**src/rtl/pipe_alu.sv**
```systemverilog
// Pipelined single-issue ALU: one-cycle ops plus an optional radix-2 restoring divider.
// Define PIPE_ALU_DIV_EN to build the divider (DIV state); otherwise div/mod report out_dz.
module pipe_alu #(
  parameter int XLEN = 32,
  parameter int OPW  = 16
) (
  input  logic            clk,
  input  logic            resetn,
  input  logic            flush,
  input  logic            in_valid,
  output logic            in_ready,
  input  logic [OPW-1:0]  alu_op,
  input  logic [XLEN-1:0] alu_src1,
  input  logic [XLEN-1:0] alu_src2,
  output logic            out_valid,
  input  logic            out_ready,
  output logic [XLEN-1:0] alu_result,
  output logic            out_dz
);

  localparam int SHW = $clog2(XLEN);

`ifdef PIPE_ALU_DIV_EN
  typedef enum logic [1:0] {IDLE = 2'd0, DIV = 2'd1, HOLD = 2'd2} state_t;
`else
  typedef enum logic [1:0] {IDLE = 2'd0, HOLD = 2'd2} state_t;
`endif

  state_t            state, next_state;
  logic              accept;
  logic [3:0]        op_idx;
  logic              op_hit;
  logic [SHW-1:0]    shamt;
  logic [2*XLEN-1:0] prod;
  logic [XLEN-1:0]   imm_result;
  logic              imm_dz;
  logic              start_div;

  assign in_ready  = !flush && (state == IDLE || (state == HOLD && out_ready));
  assign accept    = in_valid && in_ready;
  assign out_valid = (state == HOLD);
  assign shamt     = alu_src2[SHW-1:0];
  assign prod      = {{XLEN{alu_src1[XLEN-1]}}, alu_src1} * {{XLEN{alu_src2[XLEN-1]}}, alu_src2};

  // Lowest set opcode bit wins, so a multi-hot opcode still yields exactly one result.
  always_comb begin
    op_idx = 4'd0;
    op_hit = 1'b0;
    for (int i = OPW - 1; i >= 0; i--) begin
      if (alu_op[i]) begin
        op_idx = i[3:0];
        op_hit = 1'b1;
      end
    end
  end

  always_comb begin
    imm_result = '0;
    imm_dz     = 1'b0;
    start_div  = 1'b0;
    if (op_hit) begin
      case (op_idx)
        4'd0:  imm_result = alu_src1 + alu_src2;
        4'd1:  imm_result = alu_src1;
        4'd2:  imm_result = alu_src1 | alu_src2;
        4'd3:  imm_result = alu_src1 - alu_src2;
        4'd4:  imm_result = alu_src1 ^ alu_src2;
        4'd5:  imm_result = $unsigned($signed(alu_src1) >>> shamt);
        4'd6:  imm_result = alu_src1 & alu_src2;
        4'd7:  imm_result = alu_src1 << shamt;
        4'd8:  imm_result = alu_src1 >> shamt;
        4'd9:  imm_result = {{(XLEN-1){1'b0}}, (alu_src1 < alu_src2)};
        4'd10: imm_result = ~(alu_src1 | alu_src2);
        4'd11: imm_result = {{(XLEN-1){1'b0}}, ($signed(alu_src1) < $signed(alu_src2))};
        4'd12: imm_result = prod[XLEN-1:0];
        4'd13: imm_result = prod[2*XLEN-1:XLEN];
        default: begin
`ifdef PIPE_ALU_DIV_EN
          if (alu_src2 == '0) begin
            imm_result = (op_idx == 4'd14) ? '1 : alu_src1;
            imm_dz     = 1'b1;
          end else begin
            start_div  = 1'b1;
          end
`else
          imm_dz = 1'b1;
`endif
        end
      endcase
    end
  end

`ifdef PIPE_ALU_DIV_EN
  localparam logic [SHW-1:0] CNT_LAST = SHW'(XLEN - 1);

  logic [SHW-1:0]  cnt;
  logic [XLEN-1:0] rem, quo, dvs;
  logic            neg_q, neg_r, is_mod;
  logic [XLEN:0]   rem_sh, diff;
  logic            step_ge;
  logic [XLEN-1:0] rem_nx, quo_nx, q_fin, r_fin;
  logic [XLEN-1:0] a_mag, b_mag;

  assign a_mag   = alu_src1[XLEN-1] ? -alu_src1 : alu_src1;
  assign b_mag   = alu_src2[XLEN-1] ? -alu_src2 : alu_src2;
  // One restoring step: shift the next dividend bit in and keep the trial difference if it did not borrow.
  assign rem_sh  = {rem, quo[XLEN-1]};
  assign diff    = rem_sh - {1'b0, dvs};
  assign step_ge = !diff[XLEN];
  assign rem_nx  = step_ge ? diff[XLEN-1:0] : rem_sh[XLEN-1:0];
  assign quo_nx  = {quo[XLEN-2:0], step_ge};
  assign q_fin   = neg_q ? -quo_nx : quo_nx;
  assign r_fin   = neg_r ? -rem_nx : rem_nx;
`endif

  always_ff @(posedge clk or negedge resetn) begin
    if (!resetn) state <= IDLE;
    else         state <= next_state;
  end

  always_comb begin
    next_state = state;
    case (state)
      IDLE: if (accept) next_state = start_div ? DIV_OR_HOLD() : HOLD;
`ifdef PIPE_ALU_DIV_EN
      DIV:  if (cnt == CNT_LAST) next_state = HOLD;
`endif
      HOLD: if (out_ready) next_state = accept ? (start_div ? DIV_OR_HOLD() : HOLD) : IDLE;
      default: next_state = IDLE;
    endcase
    if (flush) next_state = IDLE;
  end

  function automatic state_t DIV_OR_HOLD();
`ifdef PIPE_ALU_DIV_EN
    return DIV;
`else
    return HOLD;
`endif
  endfunction

  always_ff @(posedge clk or negedge resetn) begin
    if (!resetn) begin
      alu_result <= '0;
      out_dz     <= 1'b0;
`ifdef PIPE_ALU_DIV_EN
      cnt    <= '0;
      rem    <= '0;
      quo    <= '0;
      dvs    <= '0;
      neg_q  <= 1'b0;
      neg_r  <= 1'b0;
      is_mod <= 1'b0;
`endif
    end else if (flush) begin
`ifdef PIPE_ALU_DIV_EN
      cnt <= '0;
`endif
    end else if (accept) begin
      if (!start_div) begin
        alu_result <= imm_result;
        out_dz     <= imm_dz;
      end
`ifdef PIPE_ALU_DIV_EN
      else begin
        cnt    <= '0;
        rem    <= '0;
        quo    <= a_mag;
        dvs    <= b_mag;
        neg_q  <= alu_src1[XLEN-1] ^ alu_src2[XLEN-1];
        neg_r  <= alu_src1[XLEN-1];
        is_mod <= (op_idx == 4'd15);
      end
`endif
    end
`ifdef PIPE_ALU_DIV_EN
    else if (state == DIV) begin
      rem <= rem_nx;
      quo <= quo_nx;
      cnt <= cnt + 1'b1;
      if (cnt == CNT_LAST) begin
        alu_result <= is_mod ? r_fin : q_fin;
        out_dz     <= 1'b0;
        cnt        <= '0;
      end
    end
`endif
  end

endmodule

```
**config.mk**
```make
export PLATFORM = sky130hd
export DESIGN_NAME = pipe_alu
export DESIGN_NICKNAME = d
export VERILOG_FILES = /design/src/rtl/pipe_alu.sv
export SDC_FILE = /design/constraint.sdc
export NUM_CORES = 2
export LEC_CHECK = 0
export ABC_AREA = 1
export ABC_CLOCK_PERIOD_IN_PS = 3360
export BUFFER_PORTS_ARGS = -buffer_cell sky130_fd_sc_hd__buf_2
export CAP_MARGIN = 30
export CELL_PAD_IN_SITES_DETAIL_PLACEMENT = 1
export CELL_PAD_IN_SITES_GLOBAL_PLACEMENT = 2
export CORE_MARGIN = 2
export CORE_UTILIZATION = 35
export CTS_BUF_LIST = sky130_fd_sc_hd__clkbuf_16
export DETAILED_ROUTE_END_ITERATION = 10
export GPL_TIMING_DRIVEN = 0
export PLACE_DENSITY = 0.83
export SYNTH_ARGS = -nofsm -noshare
export SYNTH_HDL_FRONTEND = slang
export SYNTH_SLANG_ARGS = --single-unit
```
**constraint.sdc**
```tcl
create_clock -name clk -period 3.36 [get_ports clk]
set_input_delay 0.336 -clock clk [delete_from_list [all_inputs] [get_ports clk]]
set_output_delay 0.336 -clock clk [all_outputs]
set_load 0.02 [all_outputs]
```
==> results.sh <==
export IMPL_nFillCells=17600
export IMPL_failed_checks="setup timing"
export IMPL_slew_headroom=0.236
export IMPL_rsz0062_at_grt="true"
export IMPL_worstSetupPathType="in -> reg"
export IMPL_postRouteAntennaNets=0
export IMPL_num_nets_final=9029
export IMPL_ys_ff_latch=34
export IMPL_synth_top_area_share=0.431
export IMPL_synthArstFlopShare=1.00
export IMPL_wl_mm=304
export IMPL_synth_warnings=0
export IMPL_cp_slowest_cell="fa_2"
export IMPL_yosys_top_cells_area="fa_1, inv_1, nand2_1, ha_1, nor2_1"
export IMPL_path_common_cell="fa_1"
export IMPL_io_buffers=119
export IMPL_grt_max_degree=35
export IMPL_cts_made_buffers=5
export IMPL_synth_main_ff_cell="dfrtp_1"
export IMPL_slew_viol_final=0
export IMPL_fmax_ghz=0.127
export IMPL_die_w_um=383
export IMPL_pin_count=120
export IMPL_ys_seq_area_frac=0.0169
export IMPL_cap_violations=0
export IMPL_tritoncts="done"
export IMPL_hold_path_class="in -> async"
export IMPL_synth_nets=8628
export IMPL_wl_per_cell_um=32.0
export IMPL_slowest_delay_ns=0.69
export IMPL_worst_pin_slew_ns=1.13
export IMPL_track_usage=0.408
export IMPL_synth_edf_count=0
export IMPL_critical_path_max_fanout=8
export IMPL_routed_via_density=5.55
export IMPL_cts_max_level=2
export IMPL_dr_first_iter_drc_count=6137
export IMPL_drive_above_1_share=0.190
export IMPL_fin_crit_ns=7.84
export IMPL_grt_pass1_vias=55000
export IMPL_num_vias=52700
export IMPL_worstPathRequired_ns=3.57
export IMPL_hpwlAfterDp_mm=255
export IMPL_clockBufferDepth=2
export IMPL_avgSynthCellArea_um2=7.01
export IMPL_synthCells=7177
export IMPL_core_um2=143000
export IMPL_clock_latency_ns=0.28
export IMPL_design_area_um2=63100
export IMPL_dieArea_um2=147000
export IMPL_setup_worst_path_end_class="register"
export IMPL_min_period_over_period=2.33
export IMPL_gp_congestion=1.05
export IMPL_cts_root_buffer_cell="clkbuf_16"
export IMPL_yosysTopAreaCell="fa_1"
export IMPL_grt_ovfl_total=0
export IMPL_synth_most_common_cell="inv_1"
export IMPL_die_y_um=383
export IMPL_arrival_ns=8.06
export IMPL_drtPass1Iterations=6
export IMPL_num_rows=139
export IMPL_placed_area_um2=55600
export IMPL_antenna_found_initial=28
export IMPL_hold_violations=0
export IMPL_initial_core_util=0.352
export IMPL_clock_sinks=34
export IMPL_critPathLaunchType="input port"
export IMPL_drc_errors=0
export IMPL_skew_ns=0.00669
export IMPL_outcome="finished, violations left"
export IMPL_grt_pass1_wl_mm=418
export IMPL_areaGrowthSynthToFinish_pct=25.3
export IMPL_clk_pin_slew_ns=0.06
export IMPL_synth_cell_type_count=47
export IMPL_yosys_top_cells_count="inv_1, nand2_1, fa_1, nor2_1, nand3_1"
export IMPL_setup_violations=32
export IMPL_syn_area_um2=50300
export IMPL_setup_slack_ns=-4.48
metal layers:
layer | GRT usage | part of all wire | vias to the layer above
met1 | 0.562 | 0.41 | 27300
met5 | 0 | 0.00039 | -
met3 | 0.0900 | 0.11 | 716
li1 | - | - | 21700
met4 | 0.200 | 0.065 | 16
met2 | 0.604 | 0.42 | 3001
worst paths after layout:
kind	depth (start not counted)	from	end	slack [ns]
min	1	resetn	alu_result[2]$_DFFE_PN0P_	0.13
max in group asynchronous	1	resetn	state[1]$_DFFE_PN0P_	2.73
min in group clk	2	flush	state[1]$_DFFE_PN0P_	0.22
max reg2reg	12	state[1]$_DFFE_PN0P_	alu_result[2]$_DFFE_PN0P_	1.72
max	38	alu_src1[31]	alu_result[25]$_DFFE_PN0P_	-4.48
min reg2reg	2	alu_result[28]$_DFFE_PN0P_	alu_result[28]$_DFFE_PN0P_	0.47
flip-flops by register name (all words and copies together) (netlist names):
signal	flops
alu_result	32
out_dz	1
state	1
cell usage in the layout, fill, tap and decap left out, types with 63 or more instances in the layout:
cell type	netlist	final
fa_1	1084	997
xor2_1	78	63
ha_1	282	222
fa_2	0	87
inv_2	7	102
buf_2	68	141
nor2_1	557	432
nand2_2	2	84
clkbuf_1	280	78
buf_4	5	212
nor2_4	2	84
o21ai_0	283	242
clkbuf_16	0	87
inv_1	1835	1718
nand4_1	130	130
nand3_1	299	230
a21oi_1	204	144
nand2_1	1779	1660
worst max-delay path, delay by kind of cell:
family	cells	cell delay, ns
adder cells (fa/ha/maj)	9	4.64
buffers and inverters	14	1.48
AND/OR/NAND/NOR	15	1.56
stage by stage:
step,hold WS [ns],utilization,TNS [ns],instances,worst slack (ns)
CTS,0.157,0.423,-131.66,9389,-4.38
finish,0.129,0.441,-132.02,9495,-4.48
detailed placement,0.458,0.388,-183.22,9243,-6.46
global route,0.188,0.440,-135.92,9483,-4.55
floorplan,0.0404,-,-110.20,7177,-3.86
global placement,0.445,0.383,-188.12,9199,-6.41
kinds of logic (layout without fill, tap and decap cells):
logic type	Yosys count	after routing	share of synthesized area
and+or+nand+nor	2837	2837	0.229
buffers and inverters	2228	2630	0.168
adders and majority gates	1366	1366	0.501
AOI/OAI and AO/OA	598	598	0.0641
xor gates and xnor gates	106	106	0.0184
DFF	34	34	0.0169
muxes	8	8	0.00159
other	0	13	0
timing repair:
action                     in CTS  in global routing
cloned                          1                  2
gates resized for setup       863                549
setup buffers                 138                 94
hold buffers                    0                  0
pin swaps                     141                316
setup endpoints to repair      32                 32
final cells by class:
class,count,area [µm²],area share
multi-input combinational,4915,44600,0.707
tap,1903,2380,0.0377
antenna,13,32.5,0.000516
inverter,1844,7000,0.111
timing repair buffer,396,3790,0.0601
clock inverter,3,37.5,0.000595
sequential,34,851,0.0135
clock buffer,5,125,0.00198
buffer,382,4290,0.0680
Power is left out: the tool's default activity adds up to more than one toggle a clock period on the data nets, which glitch-free logic cannot reach.
